File: src/rtl/inst_rom_timed_if.sv
// Bus between the IF stage and the timed instruction ROM.
//  master (IF stage): drives cs/addr; receives dout, rom_stall, range_err, stall_cycles
//  slave  (ROM):      receives cs/addr; drives dout, rom_stall, range_err, stall_cycles
//  cs           fetch request; addr must stay stable while rom_stall=1
//  addr         32-bit word address
//  dout         registered fetched word
//  rom_stall    high while the requested word is not yet valid
//  range_err    registered; last completed fetch was outside the ROM
//  stall_cycles saturating count of stalled cycles
interface inst_rom_timed_if #(
    parameter int DATA_WIDTH = 32,
    parameter int STAT_WIDTH = 16
);
    logic                  cs;
    logic [31:0]           addr;
    logic [DATA_WIDTH-1:0] dout;
    logic                  rom_stall;
    logic                  range_err;
    logic [STAT_WIDTH-1:0] stall_cycles;

    modport master (
        output cs, addr,
        input  dout, rom_stall, range_err, stall_cycles
    );

    modport slave (
        input  cs, addr,
        output dout, rom_stall, range_err, stall_cycles
    );
endinterface

File: src/rtl/inst_rom_timed.sv
// Instruction ROM with configurable access latency. Random accesses take
// LATENCY cycles; a fetch of (last completed address + 1) takes SEQ_LATENCY
// cycles, emulating a burst/prefetch memory. rom_stall holds the pipeline
// until dout is valid. Out-of-range fetches return 0 and flag range_err.
// Ports:
//  clk  rising-edge clock
//  rst  synchronous reset, active-high
//  bus  slave side of inst_rom_timed_if (cs, addr, dout, rom_stall,
//       range_err, stall_cycles)
// The store is filled with a fixed address-derived pattern.
module inst_rom_timed #(
    parameter int    ADDR_WIDTH  = 6,
    parameter int    DATA_WIDTH  = 32,
    parameter int    LATENCY     = 7,
    parameter int    SEQ_LATENCY = 2,
    parameter int    STAT_WIDTH  = 16,
    parameter string INIT_FILE   = "inst_mem.hex"
) (
    input logic             clk,
    input logic             rst,
    inst_rom_timed_if.slave bus
);
    localparam int DEPTH = 1 << ADDR_WIDTH;
    localparam int CW    = $clog2(LATENCY + 1);

    typedef enum logic [1:0] {ST_IDLE, ST_WAIT, ST_DONE} state_t;

    state_t                state;
    logic [CW-1:0]         cnt;
    logic [CW-1:0]         lat;
    logic [31:0]           req_addr;
    logic [31:0]           last_addr;
    logic [31:0]           fetch_addr;
    logic                  last_valid;
    logic                  ack;
    logic                  start_access;
    logic                  complete;
    logic [DATA_WIDTH-1:0] dout;
    logic                  range_err;
    logic [STAT_WIDTH-1:0] stall_cycles;
    logic [DATA_WIDTH-1:0] mem [DEPTH];

    function automatic logic [DATA_WIDTH-1:0] pattern_word(input int idx);
        return DATA_WIDTH'(32'h1000_0000 + 32'(idx) * 32'h0003_0007);
    endfunction

    generate
        for (genvar i = 0; i < DEPTH; i++) begin : g_word
            assign mem[i] = pattern_word(i);
        end
    endgenerate

    // start_access: a new request begins this cycle (from IDLE, or the address
    // moved away from the one in flight / already served). complete: the word
    // is loaded at this edge, either a 1-cycle access or the end of a WAIT.
    always_comb begin
        ack          = !rst && (state == ST_DONE) && (bus.addr == req_addr);
        lat          = (last_valid && (bus.addr == last_addr + 32'd1)) ?
                       CW'(SEQ_LATENCY) : CW'(LATENCY);
        start_access = bus.cs && ((state == ST_IDLE) || (bus.addr != req_addr));
        complete     = start_access ? (lat == CW'(1)) :
                       (bus.cs && (state == ST_WAIT) && (cnt == CW'(1)));
        fetch_addr   = start_access ? bus.addr : req_addr;
    end

    assign bus.rom_stall    = bus.cs & ~ack;
    assign bus.dout         = dout;
    assign bus.range_err    = range_err;
    assign bus.stall_cycles = stall_cycles;

    always_ff @(posedge clk) begin
        if (rst) begin
            state        <= ST_IDLE;
            cnt          <= '0;
            req_addr     <= '0;
            last_addr    <= '0;
            last_valid   <= 1'b0;
            dout         <= '0;
            range_err    <= 1'b0;
            stall_cycles <= '0;
        end else begin
            if (bus.rom_stall && (stall_cycles != '1)) begin
                stall_cycles <= stall_cycles + STAT_WIDTH'(1);
            end

            // Dropping cs abandons any access; dout and history are kept.
            if (!bus.cs) begin
                state <= ST_IDLE;
            end else if (complete) begin
                state      <= ST_DONE;
                req_addr   <= fetch_addr;
                last_addr  <= fetch_addr;
                last_valid <= 1'b1;
                if (fetch_addr[31:ADDR_WIDTH] != '0) begin
                    dout      <= '0;
                    range_err <= 1'b1;
                end else begin
                    dout      <= mem[fetch_addr[ADDR_WIDTH-1:0]];
                    range_err <= 1'b0;
                end
            end else if (start_access) begin
                req_addr <= bus.addr;
                cnt      <= lat - CW'(1);
                state    <= ST_WAIT;
            end else if (state == ST_WAIT) begin
                cnt <= cnt - CW'(1);
            end
        end
    end
endmodule

File: src/flat_wrapper.sv
// flat-port wrapper written by rule: the top's interface ports become plain ports
module inst_rom_timed_flat 
#(
    parameter int    ADDR_WIDTH  = 6,
    parameter int    DATA_WIDTH  = 32,
    parameter int    LATENCY     = 7,
    parameter int    SEQ_LATENCY = 2,
    parameter int    STAT_WIDTH  = 16,
    parameter string INIT_FILE   = "            "
)
  (clk, rst, bus_cs, bus_addr, bus_dout, bus_rom_stall, bus_range_err, bus_stall_cycles);
  inst_rom_timed_if #(.DATA_WIDTH(DATA_WIDTH), .STAT_WIDTH(STAT_WIDTH)) bus_i ();
  input logic clk;
  input logic rst;
  input wire logic [$bits(bus_i.cs)-1:0] bus_cs;
  input wire logic [$bits(bus_i.addr)-1:0] bus_addr;
  output wire logic [$bits(bus_i.dout)-1:0] bus_dout;
  output wire logic [$bits(bus_i.rom_stall)-1:0] bus_rom_stall;
  output wire logic [$bits(bus_i.range_err)-1:0] bus_range_err;
  output wire logic [$bits(bus_i.stall_cycles)-1:0] bus_stall_cycles;
  assign bus_i.cs = bus_cs;
  assign bus_i.addr = bus_addr;
  assign bus_dout = bus_i.dout;
  assign bus_rom_stall = bus_i.rom_stall;
  assign bus_range_err = bus_i.range_err;
  assign bus_stall_cycles = bus_i.stall_cycles;
  inst_rom_timed #(.ADDR_WIDTH(ADDR_WIDTH), .DATA_WIDTH(DATA_WIDTH), .LATENCY(LATENCY), .SEQ_LATENCY(SEQ_LATENCY), .STAT_WIDTH(STAT_WIDTH), .INIT_FILE(INIT_FILE)) u_core (.clk(clk), .rst(rst), .bus(bus_i));
endmodule
File: config.mk
export PLATFORM = sky130hd
export DESIGN_NAME = inst_rom_timed_flat
export DESIGN_NICKNAME = d
export VERILOG_FILES = /design/src/rtl/inst_rom_timed_if.sv /design/src/rtl/inst_rom_timed.sv /design/src/flat_wrapper.sv
export SDC_FILE = /design/constraint.sdc
export NUM_CORES = 1
export LEC_CHECK = 0
export BUFFER_PORTS_ARGS = -buffer_cell sky130_fd_sc_hd__buf_2
export CAP_MARGIN = 30
export CORE_MARGIN = 2
export CORE_UTILIZATION = 60
export CTS_BUF_LIST = sky130_fd_sc_hd__clkbuf_4
export CTS_CLUSTER_DIAMETER = 150
export DETAILED_ROUTE_END_ITERATION = 10
export GPL_TIMING_DRIVEN = 0
export PLACE_DENSITY = 0.83
export SLEW_MARGIN = 20
export SYNTH_ARGS = -nofsm -noshare
export SYNTH_HDL_FRONTEND = slang
export SYNTH_SLANG_ARGS = --single-unit
export TNS_END_PERCENT = 1
File: constraint.sdc
create_clock -name clk -period 4.6 [get_ports clk]
set_input_delay 0.23 -clock clk [delete_from_list [all_inputs] [get_ports clk]]
set_output_delay 0.23 -clock clk [all_outputs]
set_load 0.1 [all_outputs]
==> results of run 1 <==
-- synthesized netlist by cell type (10+ instances only) --
master	instances	area, um2
dfxtp_1	103	2060
nand2_1	90	338
nor2_1	80	300
a21oi_1	51	255
xor2_1	43	377
mux2i_1	39	390
xnor2_1	38	333
nor4_1	29	181
nand3_1	25	125
clkbuf_1	24	90.1
inv_1	21	78.8
nor3_1	21	105
o21ai_0	21	105
buf_4	19	143
buf_2	13	65.1
ha_1	13	163
nand4_1	11	68.8
a211oi_1	10	75.1
-- where the power goes --
group	switching [mW]	internal [mW]	leakage, nW	total, mW
logic	0.235	0.112	1.83	0.347
clock network	0.336	0.126	0.0685	0.462
registers	0.0231	0.913	0.837	0.936
total	0.594	1.15	2.74	1.75
-- registers in the layout (all words and copies together), names as in the netlist --
register	count
u_core.bus.stall_cycles	16
u_core.state	2
u_core.bus.dout	16
u_core.cnt	3
u_core.req_addr	32
u_core.last_addr	32
u_core.bus.range_err	1
u_core.last_valid	1
-- final cells by class --
type | count | area [um2]
clock inverter | 6 | 51.3
tap | 136 | 170
multi-input combinational | 602 | 3800
sequential | 103 | 2060
inverter | 22 | 82.6
buffer | 58 | 313
clock buffer | 10 | 75.1
fill | 882 | 3270
timing repair buffer | 70 | 363
-- path summary, 6_finish.rpt --
check                            from             endpoint  slack, ns  cells past startpoint
setup reg to reg  u_core.req_addr[14]   u_core.bus.dout[6]       0.27                     13
hold / removal           bus_addr[15]  u_core.req_addr[15]       0.03                      3
setup / recovery  u_core.req_addr[14]   u_core.bus.dout[6]       0.27                     13
hold reg to reg   u_core.bus.dout[20]  u_core.bus.dout[20]       0.46                      2
-- logic make-up (layout without fill, tap and decap cells) --
| logic type | Yosys count | count (layout) | share of synthesized area |
|---|---|---|---|
| adder cells (fa/ha/maj) | 13 | 13 | 0.0262 |
| other | 1 | 14 | 0.000604 |
| flip-flops | 103 | 103 | 0.332 |
| XOR/XNOR | 81 | 81 | 0.114 |
| multiplexers | 40 | 40 | 0.0647 |
| AO/OA/AOI/OAI | 144 | 144 | 0.154 |
| AND/OR/NAND/NOR | 310 | 310 | 0.244 |
| buffers and inverters | 80 | 166 | 0.0637 |
-- worst max-delay path, stage by stage (launching register included) --
cell and delay (ns):
dfxtp_1 0.39, xor2_1 0.18, nor4_1 0.52, nand4_2 0.29, o31ai_2 0.32, buf_4 0.24, mux2i_2 0.59, inv_1 0.29
ha_1 0.39, mux2i_1 0.19, o22ai_1 0.10, a211o_1 0.33, a221oi_1 0.32, o31ai_1 0.11
-- through the flow --
step	util	setup WS, ns
3_3_place_gp	0.664	0.175
4_1_cts	0.676	0.0513
2_1_floorplan	-	1.05
3_5_place_dp	0.664	0.0458
6_report	0.679	0.267
5_1_grt	0.679	0.0243
-- placed cells by master (no fill, tap or decap), types with 4 or more instances in the layout --
cell type,count
nor3_1,21
a21o_1,6
o211ai_1,5
nor4_1,29
ha_1,13
a31oi_1,7
or3_1,6
buf_2,80
nor2b_1,6
a211oi_1,10
a211o_1,4
conb_1,14
nor2_1,80
xnor2_1,38
and2_1,4
clkbuf_1,24
o31ai_1,5
mux2i_1,38
nand2b_1,7
nand4_1,11
dfxtp_1,103
nand3_1,25
and4_1,4
o21ai_0,21
a21oi_1,51
and3_1,7
inv_1,21
xor2_1,43
buf_4,19
nand2_1,90
clkbuf_4,11
-- timing repair --
action,4_1_cts,5_1_grt
hold buffers,0,2
hold endpoints to repair,0,2
setup buffers,0,0
gates resized for setup,0,1
endpoints found under the setup margin,0,1
-- per-layer routing --
metal,vias to the layer above,GRT usage,part of all wire
met2,264,0.528,0.47
met1,2819,0.402,0.42
met5,-,0,0
met4,0,0.102,0.030
li1,2887,-,-
met3,46,0.0736,0.082
==> results.cfg, run 1 <==
[clocking]
cts_buffers = 9
cts_sinks = 103
clk-insertion-delay-late_ns = 0.50
clk_path_buf_depth = 2
path_clk_slew_ns = 0.18
htreeDepth = 3
clockRootBuffer = clkbuf_4
cts_tree = done

[route]
num_vias = 6016
drt_pass1_iterations = 5
drtIter0Drc = 513
wl_per_cell_um = 17.3
drcViolationCount = 0
vias_per_cell = 5.97
routed_wl_mm = 17.4
drtAntennaViolNets = 0

[final_layout]
fin_area_um2 = 6920
drive_gt1_frac = 0.150
instances_no_fill = 1007
n_antenna_cell = 0
area_growth_pct = 11.5
fin_nets = 914

[floorplan]
fp.dieW_um = 106
rows = 37
coreArea_um2 = 10200
start_util = 0.609
die_y_um = 106
die_area_um2 = 11200
io_pins = 85

[setup_path]
critPathCaptureType = flip-flop
critPathLaunchType = flip-flop
criticalPathCategory = flip-flop to flip-flop
crit_arrival_ns = 4.74
cp_max_fo = 10
crit_required_ns = 5.01

[job]
maxCapViolCount = 0

[logic_synthesis]
synth.yosys.warnings = 0
synth_edf_count = 0
ys.flop_type = dfxtp_1
yosysUniqueCellTypes = 68
yosysSeqAreaShare = 0.332
syn_avg_cell_area_um2 = 8.04
ys_seq_elements = 103
synthArstFlopShare = 0
synth_area_um2 = 6210
netlist_instances = 772

[power]
p_leak_nw = 2.74
powerDensity_nw_per_um2 = 252
ir_drop_v = 0.000275
finalPower_mw = 1.75

[global_routing]
grt_pass1_wl_mm = 28.0
overflow = 0
grt_max_degree = 19
grt_pass1_vias = 5637
antenna_found_initial = 0
grt.total_usage = 0.315

[place]
place_area_um2 = 6760
portBuffers = 67
gp_congestion = 0.941
dp.cells = 988
dpl.hpwl_mm = 13.1

[timing]
worstMarginPinSlew_ns = 0.804
fin_crit_sh = 0.942
tns_ns = 0
finalHoldViolations = 0
slew_violations = 0
fmax_mhz = 231
clock_skew_ns = 0.0263
timing.hold.ws_ns = 0.0255
setup_viol = 0
rsz0062_at_grt = false
min_period_ns = 4.33
maxSlewHeadroom = 0.448

[outcome]
status = completed

[hold_path]
hold_path.class = input port to flip-flop
(Power assumes the default switching activity.)
==> run 2, diff against run 1 <==
--- a/config.mk
+++ b/config.mk
@@ -7,6 +7,7 @@
 export LEC_CHECK = 0
 export BUFFER_PORTS_ARGS = -buffer_cell sky130_fd_sc_hd__buf_2
 export CAP_MARGIN = 30
+export CORE_ASPECT_RATIO = 0.75
 export CORE_MARGIN = 2
 export CORE_UTILIZATION = 60
 export CTS_BUF_LIST = sky130_fd_sc_hd__clkbuf_4
==> run 2 against run 1 <==
  * Clock-buffer cell count is 1 lower
  * Worst hold slack worse by 0.015 ns
  * First-iteration DRC count is 43% higher
  * Highest routed layer unchanged
  * Final area is 0.16% lower
  * Sequential power hardly changed
  * Clock power is 3% higher
  * Utilization hardly changed
  * Routed wire length is 1.8% higher
  * Clock skew hardly changed
  * Via count is 2.6% higher
  * Register-to-register slack better by 0.03 ns
  * Maximum frequency is 0.71% higher
  * Largest cell class unchanged
==> results.cfg, run 2 (synthesis gave the netlist of run 1 again) <==
[place]
portBuffers = 67
gp_congestion = 0.960
dpl.hpwl_mm = 13.2
place_area_um2 = 6760

[final_layout]
utilization = 0.679
top_regs = u_core.last_addr (32), u_core.req_addr (32)
final_cell_mix = dfxtp_1, nand2_1, nor2_1, buf_2, a21oi_1
fin_nets = 912
n_antenna_cell = 0
layout_commonest_cell = dfxtp_1
fin_area_um2 = 6910
drive_gt1_frac = 0.152
area_growth_pct = 11.3

[floorplan]
io_pins = 85
coreArea_um2 = 10200
die_area_um2 = 11200
rows = 32
fp.dieW_um = 121
die_y_um = 92.1
start_util = 0.610

[global_routing]
grt_pass1_vias = 5798
antenna_found_initial = 0
top_usage_layer = met2
grt.met1_usage = 0.437
grt_max_degree = 20
use_met2 = 0.511
grt_pass1_wl_mm = 28.4
overflow = 0
grtUsageMet3 = 0.0697
grt.total_usage = 0.321

[clocking]
clockRootBuffer = clkbuf_4
clk-insertion-delay-late_ns = 0.50
cts_hold_buf = 0
htreeDepth = 3
cts_sinks = 103
cts_tree = done
clk_path_buf_depth = 2
cts_buffers = 9
path_clk_slew_ns = 0.18

[power]
powerDensity_nw_per_um2 = 255
p_seq_frac = 0.533
power.internal_mw = 1.15
p_sw_mw = 0.613
pwr-share-comb = 0.198
power_frac_clock = 0.270
ir_drop_v = 0.000167
p_sw_frac = 0.348
p_leak_nw = 2.73

[job]
maxCapViolCount = 0

[route]
wl_per_cell_um = 17.6
drcViolationCount = 0
vias_per_cell = 6.14
routed_wl_mm = 17.7
drtAntennaViolNets = 0
num_vias = 6174
drt_pass1_iterations = 6
drtIter0Drc = 736

[timing]
setup_viol = 0
rsz0062_at_grt = false
clock_skew_ns = 0.0259
finalHoldViolations = 0
fin_crit_sh = 0.935
fmax_mhz = 232
worstMarginPinSlew_ns = 0.754
min_period_ns = 4.30
maxSlewHeadroom = 0.483
slew_violations = 0
timing.hold.ws_ns = 0.0103

[setup_path]
slowest_delay_ns = 0.58
crit_arrival_ns = 4.70
critPathCaptureType = flip-flop
crit_family = compound AO/OA/AOI/OAI gates
path_buf_inv = 2
critPathLaunchType = flip-flop
slowest_stage = mux2i_2
criticalPathCategory = flip-flop to flip-flop
crit_required_ns = 5.00
cp_max_fo = 10
cp_cell_sequence = xor2_1 -> nor4_2 -> nand4_2 -> o31ai_2 -> buf_4 -> mux2i_2 -> inv_1 -> ha_1 -> mux2i_1 -> o22ai_1 -> a211o_1 -> a221oi_1 -> o31ai_1

[hold_path]
hold_path.class = input port to flip-flop

[outcome]
status = completed
-- run 2: metrics by stage --
stage	setup WS (ns)	power, mW	TNS, ns	cells
after CTS	0.203	1.75	0	1004
after detailed placement	-0.0156	1.29	-0.0156	988
final	0.298	1.76	0	1005
after global placement	0.0135	1.28	0	988
after floorplan	1.05	1.20	0	785
after global routing	0.118	1.82	0	1005
-- run 2: layout make-up --
class | count | area (um2)
plain buffers | 58 | 313
clock buffers | 9 | 67.6
clock inverters | 7 | 61.3
fillers | 894 | 3260
inverters | 22 | 82.6
multi-input cells | 602 | 3810
flip-flops and latches | 103 | 2060
well taps | 136 | 170
repair buffers | 68 | 343
-- run 2: what timing repair did --
action,in CTS,in global routing
buffers inserted,0,0
hold endpoints to repair,0,0
setup endpoints to repair,1,1
gates resized for setup,1,1
-- run 2: worst paths after layout --
path | to | slack, ns | cells after the start | from
setup / recovery | u_core.bus.dout[6] | 0.30 | 13 | u_core.req_addr[14]
hold / removal | u_core.req_addr[19] | 0.01 | 3 | bus_addr[19]
setup reg to reg | u_core.bus.dout[6] | 0.30 | 13 | u_core.req_addr[14]
hold reg to reg | u_core.bus.dout[2] | 0.47 | 2 | u_core.bus.dout[2]
-- run 2: power by group through the flow --
stage	registers, mW	clock network [mW]	logic (mW)
detailed placement	0.955	0	0.336
finish	0.937	0.475	0.348
global placement	0.954	0	0.330
global route	0.940	0.505	0.371
CTS	0.936	0.473	0.338
floorplan	0.963	0	0.237
-- run 2: worst reg2reg max path, delay by kind of cell, from the launching register on --
family	cells	cell delay, ns
mux	2	0.77
xor+xnor	1	0.19
flops	1	0.40
fa+ha+maj	1	0.38
simple gates	2	0.70
compound gates	5	1.22
buf+inv	2	0.54
-- run 2: metal layers --
| metal | vias to the layer above | routed length, um |
|---|---|---|
| li1 | 2881 | - |
| met1 | 2923 | 7610 |
| met2 | 330 | 8000 |
| met3 | 40 | 1740 |
| met4 | 0 | 358 |
| met5 | - | 0 |
==> run 3, diff against run 2 <==
--- a/config.mk
+++ b/config.mk
@@ -5,16 +5,17 @@
 export SDC_FILE = /design/constraint.sdc
 export NUM_CORES = 1
 export LEC_CHECK = 0
-export BUFFER_PORTS_ARGS = -buffer_cell sky130_fd_sc_hd__buf_2
+export ABC_AREA = 1
 export CAP_MARGIN = 30
 export CORE_ASPECT_RATIO = 0.75
 export CORE_MARGIN = 2
-export CORE_UTILIZATION = 60
+export CORE_UTILIZATION = 66
 export CTS_BUF_LIST = sky130_fd_sc_hd__clkbuf_4
 export CTS_CLUSTER_DIAMETER = 150
 export DETAILED_ROUTE_END_ITERATION = 10
+export DONT_BUFFER_PORTS = 1
 export GPL_TIMING_DRIVEN = 0
-export PLACE_DENSITY = 0.83
+export PLACE_DENSITY = 0.82
 export SLEW_MARGIN = 20
 export SYNTH_ARGS = -nofsm -noshare
 export SYNTH_HDL_FRONTEND = slang
==> run 3 against run 2 <==
  * The run now ends with negative hold slack left
  * Via count grew 6.7%
  * Worst hold slack lost 0.012 ns
  * Routed wire length grew 7.9%
  * Final cell count grew 19%
  * Register-to-register slack gained 0.80 ns
  * Clock-buffer cell count grew 2
  * Clock skew shrank 0.013 ns
  * Utilization grew 6.7 points
  * Critical path type unchanged
  * Largest cell class unchanged
==> results.cfg, run 3 <==
[outcome]
status = complete, but fails checks
failed_checks = negative hold slack

[timing]
fin_crit_sh = 0.761
maxSlewHeadroom = 0.315
clock_skew_ns = 0.0125
worstMarginPinSlew_ns = 1.03
min_period_ns = 3.50
setup_slack_ns = 1.10
finalHoldViolations = 1
slew_violations = 0
timing.hold.ws_ns = -0.00148
rsz0062_at_grt = false
setup_viol = 0
fmax_mhz = 286
tns_ns = 0

[power]
powerDensity_nw_per_um2 = 249
p_leak_nw = 3.23
pwr-share-comb = 0.195
p_sw_mw = 0.596
p_sw_frac = 0.330
ir_drop_v = 0.000181
power_frac_clock = 0.283
p_seq_frac = 0.522
power.internal_mw = 1.21
finalPower_mw = 1.81

[job]
maxCapViolCount = 0

[final_layout]
top_regs = u_core.last_addr (32), u_core.req_addr (32)
multiInputGateArea_um2 = 3770
final_cell_mix = nand2_1, inv_1, dfxtp_1
fin_nets = 1107
ff_latch_area_um2 = 2060
drive_gt1_frac = 0.0874
n_antenna_cell = 0
fillers = 836
layout_commonest_cell = nand2_1
fin_area_um2 = 7260
area_growth_pct = 9.18

[logic_synthesis]
netlist_instances = 1015
ys_seq_elements = 103
synth_most_common_cell = nand2_1
yosysUniqueCellTypes = 43
synth_top_cell_area_share = 0.310
ys_top_cells_by_count = nand2_1, inv_1, dfxtp_1
yosysSeqAreaShare = 0.310
synthArstFlopShare = 0
synth.yosys.warnings = 0
ys.flop_type = dfxtp_1
yosysTopAreaCell = dfxtp_1
synth_edf_count = 0
synthTopCellsByArea = dfxtp_1, nand2_1, inv_1
synth_area_um2 = 6650
syn_avg_cell_area_um2 = 6.56

[clocking]
path_clk_slew_ns = 0.17
cts_sinks = 103
ctsResizeCount = 0
cts_tree = done
clk-insertion-delay-late_ns = 0.49
cts_buffers = 9
clk_path_buf_depth = 2
clockRootBuffer = clkbuf_4
htreeDepth = 3

[setup_path]
critPathLaunchType = flip-flop
cp_max_fo = 10
cp_cell_sequence = inv_1 -> nand2_1 -> nand2_1 -> nand2_1 -> nor2_1 -> nand2_1 -> nor2_2 -> nand3_2 -> nand2_4 -> buf_4 -> inv_1 -> or2_2 -> o21a_1 -> ha_1 -> nor2_1 -> inv_1 -> o21ai_0 -> nand2_1 -> nand3_1 -> a21oi_1
crit_arrival_ns = 3.86
critPathCaptureType = flip-flop
criticalPathCategory = flip-flop to flip-flop
cp_common_cell = nand2_1
slowest_stage = dfxtp_1
crit_required_ns = 4.96
slowest_delay_ns = 0.34

[route]
wl_per_cell_um = 16.0
routed_wl_mm = 19.1
num_vias = 6590
drcViolationCount = 0
vias_per_cell = 5.51
drtAntennaViolNets = 0
drt_pass1_iterations = 5
drtIter0Drc = 697

[floorplan]
rows = 31
io_pins = 85
fp.dieW_um = 120
die_y_um = 91.0
start_util = 0.683
coreArea_um2 = 9740
die_area_um2 = 10900

[place]
gp_congestion = 1.01
pre_cts_slack_ns = 1.21
place_area_um2 = 6940
dpl.hpwl_mm = 14.5
portBuffers = 0

[global_routing]
antenna_found_initial = 0
grt_pass1_vias = 5940
grt_pass1_wl_mm = 30.2
grt.total_usage = 0.353
grt_max_degree = 18
overflow = 0

[hold_path]
hold_path.class = input port to flip-flop
==> run 3: cell count changes after synthesis, sizes merged, moves of 10 or more <==
| cell | before | now |
|---|---|---|
| inv | 22 | 149 |
| mux2i | 39 | 0 |
| nand2 | 92 | 274 |
| nand3 | 25 | 61 |
| nor2 | 80 | 101 |
| nor4 | 31 | 8 |
| o211ai | 5 | 23 |
| o21ai | 21 | 44 |
| xor2 | 43 | 33 |
==> run 3: cell families (layout without fill, tap and decap cells) <==
kind of cell	after synthesis	after routing	synth area share
xor gates and xnor gates	66	66	0.0869
buffers and inverters	201	237	0.131
DFF	103	103	0.310
adders and majority gates	13	13	0.0244
and+or+nand+nor	501	501	0.328
other	1	14	0.000564
AOI/OAI and AO/OA	130	130	0.119
==> run 3: final cells by class <==
cell class	instances	share of cell area
repair buffers	20	0.0343
clock inverters	5	0.00896
plain buffers	50	0.0424
flip-flops and latches	103	0.284
well taps	132	0.0227
clock buffers	11	0.0114
multi-input cells	724	0.518
inverters	151	0.0780
==> run 3: worst paths after layout <==
| path | depth (start not counted) | start | slack (ns) | endpoint |
|---|---|---|---|---|
| worst max-delay path | 20 | u_core.req_addr[4] | 1.10 | u_core.bus.dout[7] |
| worst min-delay path | 4 | bus_addr[24] | -0.001 | u_core.req_addr[24] |
| worst max register to register | 20 | u_core.req_addr[4] | 1.10 | u_core.bus.dout[7] |
| worst min register to register | 2 | u_core.last_valid | 0.51 | u_core.last_valid |
==> run 3: timing repair <==
action                    4_1_cts  5_1_grt
hold endpoints to repair       13        1
buffers inserted                0        0
hold buffers                   11        1
==> run 3: power by group through the flow <==
stage	clock [mW]	combinational [mW]	sequential [mW]
after floorplan	0	0.271	0.959
after global placement	0	0.330	0.961
after detailed placement	0	0.332	0.962
after CTS	0.513	0.342	0.943
after global routing	0.546	0.386	0.946
final	0.511	0.352	0.943
==> run 3: critical path, delay by kind of cell (launching register included) <==
| kind | cells | cell delay, ns |
|---|---|---|
| adder cells (fa/ha/maj) | 1 | 0.24 |
| buffers and inverters | 4 | 0.58 |
| flip-flops | 1 | 0.34 |
| AO/OA/AOI/OAI | 3 | 0.44 |
| AND/OR/NAND/NOR | 12 | 1.78 |
==> run 3: through the flow <==
step,util,cells
5_1_grt,0.746,1196
6_report,0.746,1196
3_5_place_dp,0.713,1164
2_1_floorplan,-,1028
4_1_cts,0.739,1191
3_3_place_gp,0.705,1160
==> run 3: per-layer routing <==
layer	track usage	up-vias	part of all wire
met3	0.135	17	0.14
met5	0	-	0
met2	0.508	379	0.41
li1	-	3259	-
met1	0.512	2935	0.44
met4	0.0490	0	0.0069
